--- src/rtl/flag_branch_unit_if.sv ---
// Bus bundle between the fetch/ALU side and the flag/branch unit.
// The master drives ALU flags and branch requests; the slave returns pc and control pulses.
interface flag_branch_unit_if;
  logic        alu_valid;
  logic        alu_zero;
  logic        alu_sign;
  logic        alu_carry;
  logic        alu_carry_we;
  logic        pc_en;
  logic        br_valid;
  logic        br_ready;
  logic [2:0]  br_op;
  logic [31:0] br_target;
  logic [31:0] br_pc;
  logic [31:0] pc;
  logic        stall;
  logic        flush;
  logic        link_we;
  logic [31:0] link_data;
  logic [2:0]  flags;
  logic        misalign_err;

  modport master (
    output alu_valid, alu_zero, alu_sign, alu_carry, alu_carry_we,
    output pc_en, br_valid, br_op, br_target, br_pc,
    input  br_ready, pc, stall, flush, link_we, link_data, flags, misalign_err
  );

  modport slave (
    input  alu_valid, alu_zero, alu_sign, alu_carry, alu_carry_we,
    input  pc_en, br_valid, br_op, br_target, br_pc,
    output br_ready, pc, stall, flush, link_we, link_data, flags, misalign_err
  );
endinterface

--- src/rtl/flag_branch_unit.sv ---
// Flag register plus fetch PC and conditional branch resolution.
// A branch takes RUN -> RESOLVE -> FLUSH (if taken and aligned) -> RUN.
module flag_branch_unit #(
  parameter logic [31:0] RESET_PC = 32'h0000_0000
) (
  input logic               clk,
  input logic               rst,
  flag_branch_unit_if.slave bus
);

  typedef enum logic [1:0] {
    RUN     = 2'd0,
    RESOLVE = 2'd1,
    FLUSH   = 2'd2
  } stateT;

  localparam logic [2:0] OP_B    = 3'd0;
  localparam logic [2:0] OP_BR   = 3'd1;
  localparam logic [2:0] OP_BLTZ = 3'd2;
  localparam logic [2:0] OP_BZ   = 3'd3;
  localparam logic [2:0] OP_BNZ  = 3'd4;
  localparam logic [2:0] OP_BL   = 3'd5;
  localparam logic [2:0] OP_BCY  = 3'd6;
  localparam logic [2:0] OP_BNCY = 3'd7;

  stateT       state;
  stateT       nextState;
  logic [2:0]  opQ;
  logic [31:0] targetQ;
  logic [31:0] brPcQ;
  logic [31:0] pcQ;
  logic [2:0]  flagsQ;
  logic        misalignQ;
  logic        handshake;
  logic        taken;
  logic        aligned;
  logic        redirect;
  logic        linkWe;

  assign handshake = bus.br_valid && (state == RUN);
  assign aligned   = (targetQ[1:0] == 2'b00);
  assign redirect  = (state == RESOLVE) && taken && aligned;

  // Condition is judged on the registered flags {carry, sign, zero}.
  always_comb begin
    taken = 1'b0;
    case (opQ)
      OP_B, OP_BR, OP_BL: taken = 1'b1;
      OP_BLTZ:            taken = flagsQ[1];
      OP_BZ:              taken = flagsQ[0];
      OP_BNZ:             taken = !flagsQ[0];
      OP_BCY:             taken = flagsQ[2];
      OP_BNCY:            taken = !flagsQ[2];
      default:            taken = 1'b0;
    endcase
  end

  always_ff @(posedge clk) begin
    if (rst) state <= RUN;
    else     state <= nextState;
  end

  always_comb begin
    nextState = state;
    case (state)
      RUN:     if (handshake) nextState = RESOLVE;
      RESOLVE: nextState = (taken && aligned) ? FLUSH : RUN;
      FLUSH:   nextState = RUN;
      default: nextState = RUN;
    endcase
  end

  // Link write is masked by rst so a reset mid-RESOLVE never commits the return address.
  always_comb begin
    bus.br_ready = (state == RUN);
    bus.stall    = (state != RUN);
    bus.flush    = (state == FLUSH);
    linkWe       = (state == RESOLVE) && (opQ == OP_BL) && aligned && !rst;
    bus.link_we  = linkWe;
    bus.link_data = linkWe ? (brPcQ + 32'd4) : 32'h0000_0000;
  end

  always_ff @(posedge clk) begin
    if (rst) begin
      opQ     <= OP_B;
      targetQ <= 32'h0000_0000;
      brPcQ   <= 32'h0000_0000;
    end else if (handshake) begin
      opQ     <= bus.br_op;
      targetQ <= bus.br_target;
      brPcQ   <= bus.br_pc;
    end
  end

  // Flags follow the ALU in every state; carry only on ops that produce one.
  always_ff @(posedge clk) begin
    if (rst) begin
      flagsQ <= 3'b000;
    end else if (bus.alu_valid) begin
      flagsQ[0] <= bus.alu_zero;
      flagsQ[1] <= bus.alu_sign;
      if (bus.alu_carry_we) flagsQ[2] <= bus.alu_carry;
    end
  end

  always_ff @(posedge clk) begin
    if (rst) begin
      pcQ       <= RESET_PC;
      misalignQ <= 1'b0;
    end else begin
      if ((state == RUN) && bus.pc_en) pcQ <= pcQ + 32'd4;
      else if (redirect)               pcQ <= targetQ;
      if ((state == RESOLVE) && taken && !aligned) misalignQ <= 1'b1;
    end
  end

  assign bus.pc           = pcQ;
  assign bus.flags        = flagsQ;
  assign bus.misalign_err = misalignQ;

endmodule
--- src/flat_wrapper.sv ---
// flat-port wrapper written by rule: the top's interface ports become plain ports
module flag_branch_unit_flat 
#(
  parameter logic [31:0] RESET_PC = 32'h0000_0000
)
  (clk, rst, bus_alu_valid, bus_alu_zero, bus_alu_sign, bus_alu_carry, bus_alu_carry_we, bus_pc_en, bus_br_valid, bus_br_op, bus_br_target, bus_br_pc, bus_br_ready, bus_pc, bus_stall, bus_flush, bus_link_we, bus_link_data, bus_flags, bus_misalign_err);
  flag_branch_unit_if bus_i ();
  input logic clk;
  input logic rst;
  input wire logic [$bits(bus_i.alu_valid)-1:0] bus_alu_valid;
  input wire logic [$bits(bus_i.alu_zero)-1:0] bus_alu_zero;
  input wire logic [$bits(bus_i.alu_sign)-1:0] bus_alu_sign;
  input wire logic [$bits(bus_i.alu_carry)-1:0] bus_alu_carry;
  input wire logic [$bits(bus_i.alu_carry_we)-1:0] bus_alu_carry_we;
  input wire logic [$bits(bus_i.pc_en)-1:0] bus_pc_en;
  input wire logic [$bits(bus_i.br_valid)-1:0] bus_br_valid;
  input wire logic [$bits(bus_i.br_op)-1:0] bus_br_op;
  input wire logic [$bits(bus_i.br_target)-1:0] bus_br_target;
  input wire logic [$bits(bus_i.br_pc)-1:0] bus_br_pc;
  output wire logic [$bits(bus_i.br_ready)-1:0] bus_br_ready;
  output wire logic [$bits(bus_i.pc)-1:0] bus_pc;
  output wire logic [$bits(bus_i.stall)-1:0] bus_stall;
  output wire logic [$bits(bus_i.flush)-1:0] bus_flush;
  output wire logic [$bits(bus_i.link_we)-1:0] bus_link_we;
  output wire logic [$bits(bus_i.link_data)-1:0] bus_link_data;
  output wire logic [$bits(bus_i.flags)-1:0] bus_flags;
  output wire logic [$bits(bus_i.misalign_err)-1:0] bus_misalign_err;
  assign bus_i.alu_valid = bus_alu_valid;
  assign bus_i.alu_zero = bus_alu_zero;
  assign bus_i.alu_sign = bus_alu_sign;
  assign bus_i.alu_carry = bus_alu_carry;
  assign bus_i.alu_carry_we = bus_alu_carry_we;
  assign bus_i.pc_en = bus_pc_en;
  assign bus_i.br_valid = bus_br_valid;
  assign bus_i.br_op = bus_br_op;
  assign bus_i.br_target = bus_br_target;
  assign bus_i.br_pc = bus_br_pc;
  assign bus_br_ready = bus_i.br_ready;
  assign bus_pc = bus_i.pc;
  assign bus_stall = bus_i.stall;
  assign bus_flush = bus_i.flush;
  assign bus_link_we = bus_i.link_we;
  assign bus_link_data = bus_i.link_data;
  assign bus_flags = bus_i.flags;
  assign bus_misalign_err = bus_i.misalign_err;
  flag_branch_unit #(.RESET_PC(RESET_PC)) u_core (.clk(clk), .rst(rst), .bus(bus_i));
endmodule
--- config.mk ---
export PLATFORM = sky130hd
export DESIGN_NAME = flag_branch_unit_flat
export DESIGN_NICKNAME = d
export VERILOG_FILES = /design/src/rtl/flag_branch_unit_if.sv /design/src/rtl/flag_branch_unit.sv /design/src/flat_wrapper.sv
export SDC_FILE = /design/constraint.sdc
export NUM_CORES = 1
export LEC_CHECK = 0
export ABC_AREA = 1
export BUFFER_PORTS_ARGS = -buffer_cell sky130_fd_sc_hd__buf_2
export CAP_MARGIN = 20
export CELL_PAD_IN_SITES_DETAIL_PLACEMENT = 0
export CELL_PAD_IN_SITES_GLOBAL_PLACEMENT = 1
export CORE_AREA = 2 2 115 139
export DETAILED_ROUTE_END_ITERATION = 10
export DIE_AREA = 0 0 117 141
export GPL_ROUTABILITY_DRIVEN = 0
export PLACE_DENSITY_LB_ADDON = 0.05
export SETUP_SLACK_MARGIN = 0.02
export SYNTH_ARGS = -nofsm -noshare
export SYNTH_HDL_FRONTEND = slang
export SYNTH_SLANG_ARGS = --single-unit
--- constraint.sdc ---
create_clock -name clk -period 3.4 [get_ports clk]
set_input_delay 0.17 -clock clk [delete_from_list [all_inputs] [get_ports clk]]
set_output_delay 0.17 -clock clk [all_outputs]
set_load 0.05 [all_outputs]
==> summary.md <==
| Metric | Value |
|---|---|
| Hold Vio Cnt, Final | 0 |
| Post-synthesis sequential area ratio | between 30 and 40% |
| Post-Route WL | 18.6 mm |
| RSZ-0062 raised after global routing | false |
| Fill cells | between 1,500 and 2,000 |
| Reg area | 0.00210 mm^2 |
| Syn Inst Count | roughly 930 |
| Die Span Y | between 100 and 150 um |
| Layout Skew | around 0.0053 ns |
| Top-count cell post-synth | nor2_1 |
| CTS tree | built |
| Final period utilization | between 70% and 80% |
| Cells after DPL | 1,256 |
| Crit Path Max Fanout | 17 |
| Initial antenna violation count | 3 |
| Num CTS Buffers | 9 |
| Setup TNS | 0 ns |
| Largest cells by area after synthesis | dfxtp_1, nor2_1, nand2_1 |
| CTS hold repair buffers | 0 |
| Crit path launch type | flip-flop |
| Crit path cell chain | or2_1 > nor2_4 > nand2_2 > inv_2 > o21ai_0 > a21oi_1 > buf_2 |
| Port Buffers | roughly 150 |
| DP Worst Slack | about 1.2 ns |
| Max Root-Sink Buffers | 2 |
| Initial drt markers | 285 |
| Warnings, synthesis | 0 |
| Final Setup Violations | 0 |
| Max rail drop VDD | about 230 uV |
| Setup CP Type | flip-flop to primary output |
| Area used by multi-input combinational logic | 0.00323 mm^2 |
| PwrDens | ~430 mW/mm^2 |
| Total grt overflow | 0 |
| Avg Vias per Cell | slightly below 5 |
| Vias in the first global route | between 5,000 and 6,000 |
| Rel. slew slack | around 45% |
| Final min period | between 2 and 3 ns |
| Slowest library cell on the worst path | nand2_2 |
| Worst path arrival time | around 2.4 ns |
| Top-area cell type share of the netlist area | a little over a third |
| Layout area overhead | 20.3% |
| Chip Width | between 100 and 150 um |
| Worst-Margin Slew | between 0.8 and 0.9 ns |
| DP Wirelength | ~14 mm |
| Clock slew at reported path FFs | around 0.070 ns |
| Placed cell area | roughly 0.0067 mm^2 |
| Clock tree sinks | about 110 |
| Flops & latches, synth | around 110 |
| Main synth FF type | dfxtp_1 |
| IO Count | 148 |
| Syn Area/Cell | between 6 and 7 um^2 |
| Setup ws final | 0.799 ns |
| Hold/Removal Path Class | input port to flip-flop |
| Avg WL per Cell | roughly 15 um |
| Leak | between 0.003 and 0.004 uW |
| Drt pass-1 iters | 4 |
| Global-route wire length before repair | 29.5 mm |
| Maxcap violations | 0 |
| Root Driver | clkbuf_16 |
| Syn_nets | 1,012 |
| Cell Count, Final, Fillers Out | between 1,000 and 1,500 |
| Htree depth | 3 |
| Ys async rst share | 0% |
| Outcome | finished clean |
| DRC viols | 0 |
| Req. time, crit path | between 3 and 4 ns |
| Share of layout cells above drive strength 1 | 18.7% |
| Post-route cell area | approximately 0.007 mm^2 |
| Post-CTS setup buffer count | 0 |
| Post-synth EDFFs | 0 |
| Leading cell types by count after synthesis | nor2_1, nand2_1, dfxtp_1, o21ai_0, inv_1 |
| Max stage delay on crit path | 0.33 ns |
| Crit end category | primary output |
| Nets | approximately 1,100 |
| Post-DRT Antenna Nets | 0 |
| Site row count | 50 |
| Area leader, netlist | dfxtp_1 |
| Core area | 0.0153 mm^2 |
| Via count | roughly 6,200 |
| Largest net degree at the start of global routing | 95 |
| Post-cts repair resize count | 0 |
| Die area | ~0.016 mm^2 |
| Initial Utilization | 38.0% |
| Worst skew pair latency | 0.35 ns |
| Tot GR Track Use | 22.9% |
| Mapped cell area | ~0.006 mm^2 |
| Slew Limit Fails | 0 |
| Max frequency | just under 400 MHz |
| Unique cell type count in the Yosys netlist | 35 |
final timing paths:
check                                                     startpoint                                   end  slack (ns)  cells past startpoint
worst min register to register  u_core.bus.misalign_err$_SDFFE_PP0P_  u_core.bus.misalign_err$_SDFFE_PP0P_        0.45                      2
worst min-delay path                                    bus_alu_zero      u_core.bus.flags[0]$_SDFFE_PP0P_        0.05                      3
worst max-delay path                  u_core.targetQ[0]$_SDFFE_PP0P_                     bus_link_data[12]        0.80                      7
worst max register to register            u_core.opQ[2]$_SDFFE_PP0P_        u_core.bus.pc[16]$_SDFFE_PP0P_        1.38                      6
metal layers:
layer	vias up	wire length (um)	track usage, %
li1	3271	-	-
met1	2774	7940	27.3
met2	131	9410	40.9
met3	23	857	3.74
met4	0	360	7.86
met5	-	0	0
cell usage in the layout, fill, tap and decap left out, types with 10 or more instances in the layout:
| cell type | count |
|---|---|
| buf_2 | 147 |
| nor2_1 | 207 |
| nand2_1 | 187 |
| nor3_1 | 10 |
| inv_1 | 83 |
| dfxtp_1 | 105 |
| nand3_1 | 75 |
| nand4_1 | 21 |
| a21oi_1 | 62 |
| o21ai_0 | 88 |
final cells by class:
cell class | count | share of cell area (%)
inverters | 87 | 4.66
flip-flops and latches | 105 | 30.0
multi-input cells | 702 | 46.1
diodes | 2 | 0.0714
clock buffers | 11 | 3.46
well taps | 208 | 3.71
repair buffers | 154 | 11.2
clock inverters | 5 | 0.785
per-stage QoR:
step | util, % | total power (uW) | hold WS (ns)
detailed placement | 43.8 | 1970 | 0.407
finish | 45.7 | 3010 | 0.0459
CTS | 45.7 | 3040 | 0.0410
global placement | 43.8 | 1960 | 0.398
floorplan | - | 1800 | 0.305
global route | 45.7 | 3160 | 0.0592
registers in the layout, summed over array words and instances, names as in the netlist:
register	cells
u_core.brPcQ	32
u_core.bus.flags	3
u_core.targetQ	32
u_core.bus.misalign_err	1
u_core.opQ	3
u_core.bus.pc	32
u_core.state	2
power by group:
group	internal, uW	switching [uW]
registers	1330	97.6
logic	157	351
clock network	590	484
critical path, delay by kind of cell (launching register included):
| family | cells | cell delay, ns |
|---|---|---|
| AND/OR/NAND/NOR | 3 | 0.88 |
| flip-flops | 1 | 0.31 |
| AO/OA/AOI/OAI | 2 | 0.28 |
| buffers and inverters | 2 | 0.60 |
logic make-up (layout without fill, tap and decap cells):
kind of cell	after synthesis	count (layout)	synth area share (%)
AO/OA/AOI/OAI	157	157	13.7
flip-flops	105	105	36.1
adder cells (fa/ha/maj)	2	2	0.429
other	0	2	0
XOR/XNOR	7	7	1.05
buffers and inverters	127	257	8.51
AND/OR/NAND/NOR	536	536	40.2
No activity file was read; power rests on OpenSTA's default activity.
